`config.mk`:
```
export PLATFORM = sky130hd
export DESIGN_NAME = approx_cmp_arbiter
export DESIGN_NICKNAME = d
export VERILOG_FILES = /design/src/rtl/approx_cmp_arbiter.sv
export SDC_FILE = /design/constraint.sdc
export NUM_CORES = 1
export LEC_CHECK = 0
export ABC_AREA = 1
export BUFFER_PORTS_ARGS = -buffer_cell sky130_fd_sc_hd__buf_2
export CAP_MARGIN = 40
export CORE_MARGIN = 2
export CORE_UTILIZATION = 35
export CTS_CLUSTER_DIAMETER = 100
export CTS_CLUSTER_SIZE = 24
export DETAILED_ROUTE_END_ITERATION = 10
export GPL_TIMING_DRIVEN = 0
export SETUP_SLACK_MARGIN = 0.2
export SLEW_MARGIN = 10
export SYNTH_ARGS = -nofsm -noshare
export SYNTH_HDL_FRONTEND = slang
export SYNTH_SLANG_ARGS = --single-unit
```
`constraint.sdc`:
```
create_clock -name clk -period 3.7 [get_ports clk]
set_clock_uncertainty 0.15 [all_clocks]
set_input_delay 0.555 -clock clk [delete_from_list [all_inputs] [get_ports clk]]
set_output_delay 0.555 -clock clk [all_outputs]
set_load 0.05 [all_outputs]
```
`src/rtl/approx_cmp_arbiter.sv`:
```
`default_nettype none
// ============================================================================
// approx_cmp_arbiter : round-robin shared MSB-only magnitude comparator with
//                      a single-entry valid/ready result slot.
// Revision: 1.0
// ============================================================================
module approx_cmp_arbiter #(
    parameter int NREQ    = 4,
    parameter int W       = 4,
    parameter int IGN_LSB = 2,
    parameter int CNT_W   = 8
) (
    input  logic                      clk,
    input  logic                      rst,
    input  logic [NREQ-1:0]           req_valid,
    input  logic [NREQ*W-1:0]         req_a,
    input  logic [NREQ*W-1:0]         req_b,
    output logic [NREQ-1:0]           req_ready,
    output logic                      rsp_valid,
    input  logic                      rsp_ready,
    output logic [$clog2(NREQ)-1:0]   rsp_id,
    output logic                      rsp_eq,
    output logic                      rsp_gt,
    output logic                      rsp_lt,
    output logic                      busy,
    output logic [CNT_W-1:0]          op_count
);

    localparam int                c_ID_W     = $clog2(NREQ);
    localparam logic [c_ID_W:0]   c_NREQ_EXT = (c_ID_W+1)'(NREQ);
    localparam logic [c_ID_W-1:0] c_LAST     = c_ID_W'(NREQ-1);
    localparam logic [0:0]        c_EMPTY    = 1'b0;
    localparam logic [0:0]        c_FULL     = 1'b1;

    logic [0:0]           r_state;
    logic [0:0]           w_state_next;
    logic [c_ID_W-1:0]    r_ptr;
    logic [c_ID_W-1:0]    r_id;
    logic                 r_eq;
    logic                 r_gt;
    logic                 r_lt;
    logic [CNT_W-1:0]     r_cnt;
    logic [c_ID_W-1:0]    w_gnt_idx;
    logic [c_ID_W:0]      w_sum;
    logic                 w_found;
    logic                 w_can_accept;
    logic                 w_accept;
    logic [W-1:0]         w_a;
    logic [W-1:0]         w_b;
    logic [W-IGN_LSB-1:0] w_a_m;
    logic [W-IGN_LSB-1:0] w_b_m;

    // Rotating search: candidate index is (ptr + k) mod NREQ, found by one conditional subtract.
    always_comb begin
        w_found   = 1'b0;
        w_gnt_idx = '0;
        w_sum     = '0;
        for (int k = 0; k < NREQ; k++) begin
            w_sum = {1'b0, r_ptr} + (c_ID_W+1)'(k);
            if (w_sum >= c_NREQ_EXT) begin
                w_sum = w_sum - c_NREQ_EXT;
            end
            if (!w_found && req_valid[w_sum[c_ID_W-1:0]]) begin
                w_found   = 1'b1;
                w_gnt_idx = w_sum[c_ID_W-1:0];
            end
        end
    end

    always_comb begin
        w_a = '0;
        w_b = '0;
        for (int i = 0; i < NREQ; i++) begin
            if (w_gnt_idx == c_ID_W'(i)) begin
                w_a = req_a[i*W +: W];
                w_b = req_b[i*W +: W];
            end
        end
    end

    assign w_a_m        = w_a[W-1:IGN_LSB];
    assign w_b_m        = w_b[W-1:IGN_LSB];
    assign w_can_accept = (r_state == c_EMPTY) || rsp_ready;
    assign w_accept     = w_found && w_can_accept && !rst;

    always_ff @(posedge clk) begin
        if (rst) begin
            r_state <= c_EMPTY;
        end else begin
            r_state <= w_state_next;
        end
    end

    always_comb begin
        w_state_next = r_state;
        case (r_state)
            c_EMPTY: if (w_accept) w_state_next = c_FULL;
            c_FULL:  if (!w_accept && rsp_ready) w_state_next = c_EMPTY;
            default: w_state_next = c_EMPTY;
        endcase
    end

    always_comb begin
        req_ready = '0;
        if (w_accept) begin
            req_ready[w_gnt_idx] = 1'b1;
        end
        rsp_valid = (r_state == c_FULL);
        rsp_id    = r_id;
        rsp_eq    = rsp_valid && r_eq;
        rsp_gt    = rsp_valid && r_gt;
        rsp_lt    = rsp_valid && r_lt;
        busy      = rsp_valid || (|req_valid);
        op_count  = r_cnt;
    end

    always_ff @(posedge clk) begin
        if (rst) begin
            r_ptr <= '0;
            r_id  <= '0;
            r_eq  <= 1'b0;
            r_gt  <= 1'b0;
            r_lt  <= 1'b0;
            r_cnt <= '0;
        end else begin
            if (w_accept) begin
                r_ptr <= (w_gnt_idx == c_LAST) ? '0 : w_gnt_idx + c_ID_W'(1);
                r_id  <= w_gnt_idx;
                r_eq  <= (w_a_m == w_b_m);
                r_gt  <= (w_a_m >  w_b_m);
                r_lt  <= (w_a_m <  w_b_m);
            end
            // Counter sticks at all-ones instead of wrapping.
            if ((r_state == c_FULL) && rsp_ready && (r_cnt != {CNT_W{1'b1}})) begin
                r_cnt <= r_cnt + CNT_W'(1);
            end
        end
    end

endmodule
`default_nettype wire

```
== Yosys cells after proc, flatten, opt, wreduce, memory -nomap -nowiden ==
Cells that the tools add are included.

* Register bits: 16
* Word-level logic and storage cells: 90
* Output and inout bits: 19
* Input port bits: 39

* Bitwise logic cells: 1
* Reduce and logical (&&, ||, !) cells: 21
* $add $sub $neg: 9
* Muxes and demuxes: 35
* Magnitude comparators: 12
* Eq/ne operators: 5

{| class="wikitable"
|+ Operators by type and width
! kind !! number
|-
| 4-bit 2-to-1 mux || 9
|-
| 2-bit 2-to-1 mux || 9
|-
| 2-bit by 3-bit < comparator with 1-bit output, second input constant || 5
|-
| 1-bit logical AND || 12
|-
| 1-bit 2-to-1 mux || 11
|-
| 3-bit >= comparator, second input constant || 3
|-
| 8-bit by 1-bit adder with 8-bit output, second input constant || 1
|-
| 1-bit binary-select mux with 2-bit select || 4
|-
| 8-bit != test, second input constant || 1
|-
| 2-bit by 1-bit subtractor with 2-bit output, second input constant || 4
|-
| 2-bit by 2-bit adder with 3-bit output, second input constant || 2
|-
| 1-bit zero test || 5
|-
| 2-bit equality test, second input constant || 2
|-
| 4-bit OR reduction || 1
|-
| 2-bit by 1-bit adder with 3-bit output, second input constant || 1
|-
| 2-bit by 3-bit >= comparator with 1-bit output, second input constant || 1
|-
| 2-bit by 1-bit adder with 2-bit output, second input constant || 1
|-
| 1-bit demux with 2-bit select || 1
|-
| 2-bit by 1-bit equality test with 1-bit output, second input constant || 1
|-
| 2-bit equality test || 1
|-
| 2-bit by 1-bit >= comparator with 1-bit output, second input constant || 1
|-
| 2-bit > comparator || 1
|-
| 2-bit zero test || 1
|-
| 1-bit logical OR || 2
|-
| 3 further kinds || 3
|}

== Logic depth before layout (Yosys ltp) ==
Gate-level depths: netlist of run 1.

* Word-level depth: 20
* Depth in mapped cells: 23
* Gate-level depth less buffers: 22

== Worst setup path after synthesis of run 1 ==
No wires, ideal clock.

* Kind: input to output
* From: input req_valid[3]
* To: output req_ready[2]
* Stages on the path: 12
* Data arrival time: 2233 ps
* Slack: 762 ps
* Required time: 2995 ps
* Path buffers: 0
* Path through: inv_1 -> nand2_1 -> nand3_1 -> nand2_2 -> nor2_4 -> nand2_1 -> nand3_2 -> nand2_2 -> inv_1 -> ha_1 -> inv_1 -> nor2_1

* Cells in the longest elaborated chain, start to end: 17
* Elaborated cells between the ends (all ways): 30
* Those cells by class: 2 x order compare; 19 x mux; 9 x reduce/logical

{| class="wikitable"
|+ Ends and longest elaborated chain
! what !! line !! RTL
|-
| start, declared || 15 || <nowiki>input logic [NREQ-1:0] req_valid,</nowiki>
|-
| 1-bit binary-select mux with 2-bit select || 63 || <nowiki>if (!w_found && req_valid[w_sum[c_ID_W-1:0]]) begin</nowiki>
|-
| 1-bit 2-to-1 mux (not written as such) || 63 ||
|-
| 1-bit 2-to-1 mux || 63 ||
|-
| 1-bit zero test || 63 ||
|-
| 1-bit logical AND || 63 ||
|-
| 1-bit 2-to-1 mux || 63 ||
|-
| 1-bit zero test || 63 ||
|-
| 1-bit logical AND || 63 ||
|-
| (+2 left out) || n/a ||
|-
| 1-bit logical AND || 63 ||
|-
| 2-bit 2-to-1 mux (*) || 63 ||
|-
| via w_gnt_idx[1] || 43 || <nowiki>logic [c_ID_W-1:0] w_gnt_idx;</nowiki>
|-
| 2-bit by 3-bit < comparator with 1-bit output (not written as such) / 2-bit by 1-bit >= comparator with 1-bit output (equally long branches) || 106 || <nowiki>req_ready[w_gnt_idx] = 1'b1;</nowiki>
|-
| 1-bit logical AND (not written as such) || 106 ||
|-
| 1-bit 2-to-1 mux (not written as such) || 106 ||
|-
| 1-bit demux with 2-bit select (*) || 106 ||
|-
| 4-bit 2-to-1 mux (*) || 105 || <nowiki>if (w_accept) begin</nowiki>
|-
| end, declared || 18 || <nowiki>output logic [NREQ-1:0] req_ready,</nowiki>
|}

The timed path passes the listed nets; every way through them passes the cells marked *. The select of a mux whose other input is x is not followed.

== Worst setup path in the final report of run 1 ==
* From: register r_ptr[0]
* To: output req_ready[2]

* Cells in the longest elaborated chain, start to end: 19
* Elaborated cells between the ends (all ways): 45
* Those cells by class: 7 x add/sub; 6 x order compare; 23 x mux; 9 x reduce/logical

{| class="wikitable"
|+ Ends and longest elaborated chain
! what !! line !! RTL
|-
| start, declared || 37 || <nowiki>logic [c_ID_W-1:0] r_ptr;</nowiki>
|-
| start signal, assigned || 127 || <nowiki>r_ptr <= (w_gnt_idx == c_LAST) ? '0 : w_gnt_idx + c_ID_W'(1);</nowiki>
|-
| parallel branches: the longest is 13 deep, another holds 2-bit by 1-bit adder with 3-bit output || n/a ||
|-
| 2-bit 2-to-1 mux (*) || 63 ||
|-
| via w_gnt_idx[1] || 43 ||
|-
| 2-bit by 3-bit < comparator with 1-bit output (not written as such) / 2-bit by 1-bit >= comparator with 1-bit output (equally long branches) || 106 ||
|-
| 1-bit logical AND (not written as such) || 106 ||
|-
| 1-bit 2-to-1 mux (not written as such) || 106 ||
|-
| 1-bit demux with 2-bit select (*) || 106 ||
|-
| 4-bit 2-to-1 mux (*) || 105 ||
|}

Mark *: on every way through the listed nets, which the timed path passes. The select of a mux whose other input is x is not followed.

==> summary.md, run 1 <==
| Metric | Value |
|---|---|
| Outcome | finished, final reports clean |
| Post-CTS Setup Inserts | 0 |
| Register area share after synthesis | 25.0% |
| Starting Density | 37.5% |
| Worst-Margin Slew | 0.260 ns |
| Top-count cell post-synth | nand2_1 |
| H-Tree Depth | 1 |
| Global-route wire length before repair | 5.11 mm |
| Top-level port count | 58 |
| Maxcap violations | 0 |
| Worst Hold Class | reg -> reg |
| Minimum clock period | 2.99 ns |
| Initial DRC count | 27 |
| Via density | 4.58 |
| Yosys reg bits | 16 |
| Max VDD drop | 199 uV |
| Post-CTS Hold Buffers | 0 |
| Design area | 1570 sq um |
| Core ar. | 3420 sq um |
| Clock transition at path regs | 0.10 ns |
| Pins Over Slew Limit | 0 |
| Synth Instances | 199 |
| Top cells by area, synth | dfxtp_1 25%, nand2_1 16%, inv_1 7.0% |
| CP Cell Sequence | buf_6 > inv_8 > nand2_2 > nand2_4 > o21ai_0 > nand3_2 > nand3_2 > nand2_2 > inv_1 > ha_1 > inv_1 > nor2_1 > buf_2 |
| Yosys cell types | 27 |
| Predominant post-synthesis flop cell | dfxtp_1 |
| Highest Clock Rate | 335 MHz |
| Synth area leader | dfxtp_1 |
| Final antenna-violating net count | 0 |
| Asr flop ratio synth | 0% |
| Final net count | 290 |
| Syn Area/Cell | 6.43 sq um |
| RSZ-0062 raised after global routing | no |
| Die Width | 64.5 um |
| Critical path peak fanout | 10 |
| Rows | 21 |
| Pre-CTS WS | 0.493 ns |
| Startpoint Class | flip-flop |
| Power Density | 550 nW/um^2 |
| Pwr Total | 0.865 mW |
| Crit. End Element | output pin |
| Fin crit share | 80.7% |
| Cts repair resizes | 0 |
| Net count after synthesis | 245 |
| CP top delay family | buffers and inverters |
| EDFF count, synth | 0 |
| Pleak | 0.845 nW |
| Final worst setup slack | 0.713 ns |
| Vias in the first global route | 1,238 |
| DIE AREA | 4160 sq um |
| Root Driver | clkbuf_4 |
| Layout cells sized above 1 | 31.7% |
| Antenna diode count | 0 |
| RePlAce Congestion | 0.818 |
| Post-Place Cell Area | 1540 sq um |
| Worst hold slack | 0.318 ns |
| Clk_lat worst skew | 0.29 ns |
| Longest Clk Path Bufs | 2 |
| Hpwl dp | 2.26 mm |
| Largest net degree at the start of global routing | 11 |
| Syn Std Cell Area | 1280 sq um |
| Crit path kind | reg -> out |
| Final WL | 2.88 mm |
| Via count | 1,324 |
| CP max stage delay | 0.34 ns |
| Critical Path RT | 2.99 ns |
| Total negative slack | 0 ns |
| Syn. warnings | 0 |
| Share of the synthesized area in the top cell type | 25.0% |
| Slowest-stage cell, CP | dfxtp_1 |
| Per-cell routed wire length | 9.97 um |
| FF-to-FF Start | r_ptr[0] |
| Initial antenna violation count | 0 |
| Critical Path Source | r_ptr[0] |
| Synth top cells by count | 55 x nand2_1, 24 x inv_1, 17 x a21oi_1, 16 x dfxtp_1 |
| Rel. slew slack | 82.5% |
| Critical Path AT | 2.28 ns |
| Die Ht | 64.5 um |
| Endpoints failing hold | 0 |
| Drt drc | 0 |
| CTS Sinks | 16 |
| Gr ovfl total | 0 |
| Area growth, synth to finish | 23.0% |
| Input/output buffers | 40 |
| Hold_sp | r_gt |
| GRT Total Usage | 15.4% |
| First-pass iteration count of the detailed router | 4 |
| Final setup fails | 0 |
| Cts bufs inserted | 3 |
| CP Buf/Inv Count | 5 |
| CTS tree | yes |
## area by class of cell
class,count,area [sq um]
Fill cell,386,1840
Multi-Input combinational cell,150,816
Sequential cell,16,320
Timing Repair Buffer,40,200
Inverter,30,120
Tap cell,46,57.6
Clock buffer,4,36.3
Buffer,3,23.8
## worst paths after layout
kind / slack [ns] / end / depth (start not counted)
max: 0.71 / req_ready[2] / 13
min: 0.32 / r_gt / 2
max reg2reg: 0.73 / r_gt / 21
min reg2reg: 0.32 / r_gt / 2
## state kept, by name, summed over array words and instances, names as in the netlist
| signal | flops |
|---|---|
| r_gt | 1 |
| r_lt | 1 |
| rsp_valid | 1 |
| rsp_id | 2 |
| r_eq | 1 |
| r_ptr | 2 |
| op_count | 8 |
## cell families (layout without fill, tap and decap cells)
logic type      Yosys count  in the layout  share of synthesized area, %
flops                    16             16                          25.0
buf+inv                  33             77                          11.2
simple gates            104            104                          38.7
compound gates           35             35                          15.4
fa+ha+maj                 7              7                          6.84
xor+xnor                  4              4                          2.74
## metal layers
metal	track usage (%)	wire [um]
met5	0	0
met4	6.38	44
met3	2.60	151
met2	25.7	1210
met1	19.5	1480
## worst min-delay path, stage by stage (launching register included)
cell     delay [ns]
dfxtp_1        0.32
nand2_1        0.06
a21oi_1        0.05
## through the flow
step | utilization [%] | cells
2_1_floorplan | - | 199
3_3_place_gp | 45.0 | 285
3_5_place_dp | 45.0 | 285
4_1_cts | 46.1 | 289
5_1_grt | 46.1 | 289
6_report | 46.1 | 289
## power breakdown
part           switching, mW  internal [mW]  leakage [nW]
Combinational          0.353          0.182         0.692
Sequential            0.0155          0.199         0.131
Clock                 0.0565         0.0600        0.0210
Total                  0.425          0.441         0.845
## cells in the final DEF (no fill, tap or decap), types with 5 or more instances in the layout
| master | n |
|---|---|
| o21ai_0 | 12 |
| ha_1 | 7 |
| inv_1 | 24 |
| buf_2 | 41 |
| nand2_1 | 55 |
| nand3_2 | 5 |
| nor2_1 | 13 |
| inv_2 | 5 |
| nand2_2 | 13 |
| a21oi_1 | 17 |
| dfxtp_1 | 16 |
| nand3_1 | 10 |
(Power assumes the default switching activity.)
==> run 2: changes to the inputs <==
==> constraint.sdc (replaced) <==
create_clock -name clk -period 2.5 [get_ports clk]
set_clock_uncertainty 0.15 [all_clocks]
set_input_delay 0.375 -clock clk [delete_from_list [all_inputs] [get_ports clk]]
set_output_delay 0.375 -clock clk [all_outputs]
set_load 0.05 [all_outputs]
==> summary.md, run 2 (synthesis results as in run 1) <==
| Metric | Value |
|---|---|
| DIE AREA | 4160 sq um (unchanged) |
| Critical path peak fanout | 6 (-4) |
| Initial antenna violation count | 0 (unchanged) |
| Non-Filler Instances | 301 (+4.2%) |
| Layout cells sized above 1 | 47.8% (+16 points) |
| CP max stage delay | 0.36 ns (+0.02 ns) |
| Critical Path AT | 2.93 ns (+0.65 ns) |
| Most common cell after layout, fill and taps aside | nand2_1 |
| Final setup fails | 7 (+7) |
| Worst setup endpoint | r_gt |
| CTS tree | yes |
| RSZ-0062 raised after global routing | yes |
| FF-to-FF Start | r_ptr[0] |
| Final antenna-violating net count | 0 (unchanged) |
| Via density | 4.65 (+1.6%) |
| Startpoint Class | flip-flop |
| First-pass iteration count of the detailed router | 4 (unchanged) |
| Core ar. | 3420 sq um (unchanged) |
| Rel. slew slack | 77.9% (-4.5 points) |
| Gr ovfl total | 0 (unchanged) |
| CTS Sinks | 16 (unchanged) |
| Die Width | 64.5 um (unchanged) |
| Input/output buffers | 40 (unchanged) |
| Final WL | 3.32 mm (+15%) |
| Via count | 1,401 (+5.8%) |
| Critical Path RT | 2.54 ns (-0.45 ns) |
| H-Tree Depth | 1 (unchanged) |
| Clk_lat worst skew | 0.29 ns (about the same) |
| Worst Hold Class | in -> reg |
| Longest Clk Path Bufs | 2 (unchanged) |
| Hold path depth | 2 (unchanged) |
| Cell mode on critical path | nand2_4 |
| Failing checks | negative setup slack |
| Antenna diode count | 0 (unchanged) |
| Clock transition at path regs | 0.10 ns (about the same) |
| Pwr Total | 1.73 mW (+100%) |
| Root Driver | clkbuf_4 |
| Final net count | 302 (+4.1%) |
| Max VDD drop | 387 uV (+95%) |
| Fin crit share | 116% |
| Highest Clock Rate | 346 MHz |
| Hpwl dp | 2.32 mm (+2.3%) |
| Starting Density | 37.5% (unchanged) |
| Critical path depth in cells | 20 (+7) |
| Die Ht | 64.5 um (unchanged) |
| Commonest cells after routing, fill and taps aside | 47 x nand2_1, 38 x buf_2, 19 x inv_1 |
| Critical Path Source | r_ptr[0] |
| Minimum clock period | 2.89 ns |
| Placed insts | 285 (unchanged) |
| Largest register FFs | 8 (unchanged) |
| Reg-to-Reg End | r_gt |
| Crit. End Element | flip-flop |
| Worst-Margin Slew | 0.331 ns (+0.0713 ns) |
| Outcome | finished with violations |
| RePlAce Congestion | 0.785 (-4.1%) |
| Rows | 21 (unchanged) |
| Top-level port count | 58 (unchanged) |
| Cts bufs inserted | 3 (unchanged) |
| Vias in the first global route | 1,328 (+7.3%) |
| CP Buf/Inv Count | 3 (-2) |
| Endpoints failing hold | 0 (unchanged) |
| Area growth, synth to finish | 47.1% |
| GRT Total Usage | 15.8% (+0.47 points) |
| Slowest-stage cell, CP | dfxtp_2 |
| Final worst setup slack | -0.392 ns (-1.10 ns) |
| Maxcap violations | 0 (unchanged) |
| Pins Over Slew Limit | 0 (unchanged) |
| Per-cell routed wire length | 11.0 um (+11%) |
| Crit path kind | reg -> reg |
| Power Density | 921 nW/um^2 (+68%) |
| Reg2Reg Setup Slack | -0.39 ns (-1.12 ns) |
| Path depth of the worst reg2reg path | 20 (-4.8%) |
| Global-route wire length before repair | 5.29 mm (+3.5%) |
| Pleak | 0.941 nW (+11%) |
| Initial DRC count | 21 (-22%) |
| Final core occ | 55.1% (+9.0 points) |
| Hold_sp | rst |
| Worst hold slack | 0.234 ns (-0.0846 ns) |
| Pre-CTS WS | -0.411 ns (-0.904 ns) |
| CP Cell Sequence | buf_8 > clkinv_8 > nand2_4 > nand2_4 > nand2_4 > nand2_4 > nor2_4 > nand3_2 > nand3_2 > nand2_4 > ha_4 > inv_6 > nor2_4 > o311ai_4 > o21ai_1 > ha_1 > a21oi_2 > nand2_2 > nand2_2 > a21oi_2 |
| CP top delay family | simple AND/OR/NAND/NOR gates |
| Largest net degree at the start of global routing | 11 (unchanged) |
| Drt drc | 0 (unchanged) |
run 2: cell types whose count changed in the layout (fill, tap and decap cells not counted), moves of 3 or more:
cell	before	now
a21oi_2	1	5
inv_1	24	19
buf_4	1	11
o21ai_0	12	7
buf_6	1	4
a21oi_1	17	13
nand2_4	1	7
buf_2	41	38
nor2_2	1	4
nor2_1	13	8
nand2_1	55	47
o21ai_1	2	6
ha_1	7	3
ha_4	0	3
run 2: final cells by class:
type                            instances  area [sq um]
Sequential cell                        16           323
Inverter                               30           135
Fill cell                             355          1530
Buffer                                  3          27.5
Multi-Input combinational cell        150           990
Timing Repair Buffer                   51           305
Clock buffer                            4          36.3
Tap cell                               46          57.6
Timing Repair inverter                  1          8.76
run 2: worst register-to-register path, stage by stage, from the launching register on:
cell and delay (ns):
dfxtp_2 0.36, buf_8 0.14, clkinv_8 0.07, nand2_4 0.06, nand2_4 0.07, nand2_4 0.09, nand2_4 0.05, nor2_4 0.12
nand3_2 0.07, nand3_2 0.10, nand2_4 0.08, ha_4 0.20, inv_6 0.08, nor2_4 0.04, o311ai_4 0.28, o21ai_1 0.11
ha_1 0.34, a21oi_2 0.16, nand2_2 0.08, nand2_2 0.07, a21oi_2 0.04
run 2: routing by layer:
metal,vias up,wire length [um],track usage (%)
met1,606,1420,18.2
li1,749,-,-
met3,6,168,3.47
met4,0,40,3.99
met5,-,0,0
met2,40,1690,29.6
run 2: stage by stage:
step / setup TNS (ns) / cell area (sq um)
finish: -1.51 / 1880
global route: -2.83 / 1880
CTS: -0.863 / 1730
detailed placement: -1.09 / 1590
global placement: -1.04 / 1590
floorplan: -0.0308 / 1340
run 2: report_power, final:
group | internal (mW) | switching, mW
clock network | 0.0888 | 0.0852
logic | 0.509 | 0.728
registers | 0.296 | 0.0272
run 2: worst min-delay path by stage:
stage,endpoint,slack [ns]
5_1_grt,rsp_id[0],0.25
6_report,r_gt,0.23
3_3_place_gp,rsp_id[1],0.30
3_5_place_dp,r_gt,0.31
2_1_floorplan,r_gt,0.29
4_1_cts,rsp_id[0],0.22
run 2: timing repair:
| action | 4_1_cts | 5_1_grt |
|---|---|---|
| resized for setup | 25 | 25 |
| endpoints found under the setup margin | 7 | 7 |
| pin swaps | 3 | 15 |
| hold buffers | 0 | 0 |
| buffers inserted | 4 | 6 |
| cloned | 1 | 1 |
==> run 3: changes to the inputs <==
--- a/config.mk
+++ b/config.mk
@@ -5,15 +5,16 @@
 export SDC_FILE = /design/constraint.sdc
 export NUM_CORES = 1
 export LEC_CHECK = 0
-export ABC_AREA = 1
 export BUFFER_PORTS_ARGS = -buffer_cell sky130_fd_sc_hd__buf_2
 export CAP_MARGIN = 40
 export CORE_MARGIN = 2
 export CORE_UTILIZATION = 35
+export CTS_BUF_LIST = sky130_fd_sc_hd__clkbuf_16
 export CTS_CLUSTER_DIAMETER = 100
 export CTS_CLUSTER_SIZE = 24
 export DETAILED_ROUTE_END_ITERATION = 10
 export GPL_TIMING_DRIVEN = 0
+export PLACE_DENSITY = 0.68
 export SETUP_SLACK_MARGIN = 0.2
 export SLEW_MARGIN = 10
 export SYNTH_ARGS = -nofsm -noshare
==> summary.md, run 3 <==
| Metric | Value |
|---|---|
| Outcome | finished with violations |
| Failing checks | design-rule violations, negative setup slack |
| Post-CTS Hold Buffers | 0 (unchanged) |
| Clock transition at path regs | 0.05 ns (-0.05 ns) |
| Reg2Reg Setup Slack | -0.20 ns (+0.19 ns) |
| Sw Share | 37.1% (-11 points) |
| Net count after synthesis | 171 (-30%) |
| Synth Instances | 125 (-37%) |
| Initial DRC count | 58 (+180%) |
| Final worst setup slack | -0.201 ns (+0.191 ns) |
| Gr ovfl total | 0 (unchanged) |
| Top cells by area, synth | dfxtp_1 31%, ha_1 8.4%, nor2b_1 5.4% |
| H-Tree Depth | 1 (unchanged) |
| Area growth, synth to finish | 45.8% |
| CTS Sinks | 16 (unchanged) |
| Antenna diode count | 0 (unchanged) |
| Synth area leader | dfxtp_1 |
| Per-cell routed wire length | 12.7 um (+15%) |
| Power Density | 844 nW/um^2 (-8.3%) |
| Sequential share of power | 25.0% (+6.4 points) |
| Yosys reg bits | 16 (unchanged) |
| Highest Clock Rate | 370 MHz (+7.1%) |
| Root Driver | clkbuf_16 |
| Final antenna-violating net count | 0 (unchanged) |
| Final WL | 2.66 mm (-20%) |
| Pint | 0.808 mW (-9.6%) |
| Worst-Margin Slew | 0.539 ns (+0.208 ns) |
| Core ar. | 2810 sq um (-18%) |
| Critical Path AT | 2.73 ns (-0.20 ns) |
| Endpoints failing hold | 0 (unchanged) |
| Max VDD drop | 401 uV (+3.7%) |
| Input/output buffers | 41 (+2.5%) |
| Largest register FFs | 8 (unchanged) |
| Syn Std Cell Area | 1040 sq um (-18%) |
| Rel. slew slack | 63.9% (-14 points) |
| Clk_lat worst skew | 0.25 ns (-0.04 ns) |
| Hpwl dp | 2.04 mm (-12%) |
| Register area share after synthesis | 30.7% (+5.7 points) |
| Critical Path RT | 2.53 ns (about the same) |
| Share of the synthesized area in the top cell type | 30.7% (+5.7 points) |
| Final net count | 225 (-25%) |
| Minimum clock period | 2.70 ns (-0.191 ns) |
| Worst hold slack | 0.302 ns (+0.0681 ns) |
| First-pass iteration count of the detailed router | 7 (+3) |
| Psw | 0.477 mW (-43%) |
| Pleak | 0.687 nW (-27%) |
| Layout cells sized above 1 | 40.4% (-7.4 points) |
| Design area | 1520 sq um (-19%) |
| Via count | 1,144 (-18%) |
| Combinational Power Share | 51.0% (-20 points) |
| Asr flop ratio synth | 0% (unchanged) |
| Initial antenna violation count | 0 (unchanged) |
| Critical path peak fanout | 3 (-3) |
| Most common cell after layout, fill and taps aside | buf_2 |
| Crit path kind | reg -> reg |
| Worst Hold Class | reg -> reg |
| Total negative slack | -0.513 ns (+0.994 ns) |
| Cts bufs inserted | 3 (unchanged) |
| Drt drc | 4 (+4) |
| RePlAce Congestion | 0.910 (+16%) |
| Final setup fails | 4 (-3) |
| Die Ht | 58.6 um (-9.1%) |
| CTS tree | yes |
| Crit. End Element | flip-flop |
| Longest Clk Path Bufs | 2 (unchanged) |
| Commonest cells after routing, fill and taps aside | 40 x buf_2, 15 x dfxtp_1, 10 x nand2_1, 10 x buf_4, 8 x a21oi_1 |
| Predominant post-synthesis flop cell | dfxtp_1 |
| Vias in the first global route | 1,066 (-20%) |
| Rows | 19 (-9.5%) |
| Die Width | 58.6 um (-9.1%) |
| Startpoint Class | flip-flop |
| Yosys cell types | 38 (+41%) |
| Global-route wire length before repair | 4.44 mm (-16%) |
| Top-count cell post-synth | dfxtp_1 |
| Pwr Total | 1.28 mW (-26%) |
| DIE AREA | 3430 sq um (-17%) |
| Post-Place Cell Area | 1350 sq um (-15%) |
| Synth top cells by count | 16 x dfxtp_1, 10 x nand2_1, 9 x nor2b_1, 8 x a21oi_1 |
| Pre-CTS WS | -0.526 ns (-0.114 ns) |
| EDFF count, synth | 0 (unchanged) |
| Top-level port count | 58 (unchanged) |
| GRT Total Usage | 16.3% (+0.46 points) |
| Syn Area/Cell | 8.35 sq um (+30%) |
| Pins Over Slew Limit | 0 (unchanged) |
| Via density | 5.47 (+18%) |
| RSZ-0062 raised after global routing | yes |
| Starting Density | 37.2% (-0.27 points) |
| Largest net degree at the start of global routing | 11 (unchanged) |
| Fin crit share | 108% (-7.6 points) |
| Syn. warnings | 0 (unchanged) |
| Maxcap violations | 0 (unchanged) |
| Clock power share | 24.0% (+14 points) |
run 3: final cells by class:
cell class,count,area [sq um]
plain buffers,4,17.5
clock buffers,3,75.1
clock inverters,1,3.75
fillers,272,1280
inverters,5,18.8
multi-input cells,100,776
flip-flops and latches,16,322
well taps,31,38.8
repair buffers,49,270
run 3: power by group through the flow:
stage               Sequential, mW  Combinational, mW  Clock [mW]
floorplan                    0.355              0.423           0
global placement             0.324              0.554           0
detailed placement           0.327              0.568           0
CTS                          0.322              0.630       0.314
global route                 0.325              0.721       0.330
finish                       0.322              0.655       0.308
run 3: through the flow:
step | utilization [%] | cells
3_3_place_gp | 48.0 | 197
3_5_place_dp | 48.0 | 197
2_1_floorplan | - | 125
5_1_grt | 54.2 | 209
4_1_cts | 53.1 | 206
6_report | 54.2 | 209
run 3: cell families (layout without fill, tap and decap cells):
kind of cell	Yosys count	count (layout)	share of synthesized area, %
buffers and inverters	9	62	3.36
AND/OR/NAND/NOR	56	56	30.8
multiplexers	1	1	0.959
XOR/XNOR	2	2	1.68
AO/OA/AOI/OAI	34	34	24.1
flip-flops	16	16	30.7
adder cells (fa/ha/maj)	7	7	8.39
run 3: timing repair:
item | in CTS | in global routing
pin swaps | 7 | 1
setup endpoints to repair | 7 | 7
resized for setup | 6 | 1
setup buffers | 5 | 3
run 3: path summary, 6_finish.rpt:
check / from / to / cells after the start
worst max register to register: r_ptr[0] / r_lt / 13
worst max-delay path: r_ptr[0] / r_lt / 13
worst min register to register: r_gt / r_gt / 2
worst min-delay path: r_gt / r_gt / 2
run 3: worst max-delay path: stages, from the launching register on:
cell and delay [ns]:
dfxtp_2 0.33, inv_2 0.05, a221oi_2 0.25, o32ai_2 0.13, or2_4 0.28, ha_4 0.16
nor2b_4 0.13, a221oi_2 0.24, nor3_1 0.07, a21oi_1 0.14, ha_1 0.27, nor2b_4 0.14
o31a_1 0.23, nor2_1 0.08
run 3: routing by layer:
layer  vias to the layer above  global-route usage (%)  part of all wire (%)
met5                         -                       0                     0
met2                        46                    30.0                    50
met3                         5                    2.42                   5.9
met1                       524                    18.6                    42
li1                        569                       -                     -
met4                         0                    6.82                   1.8
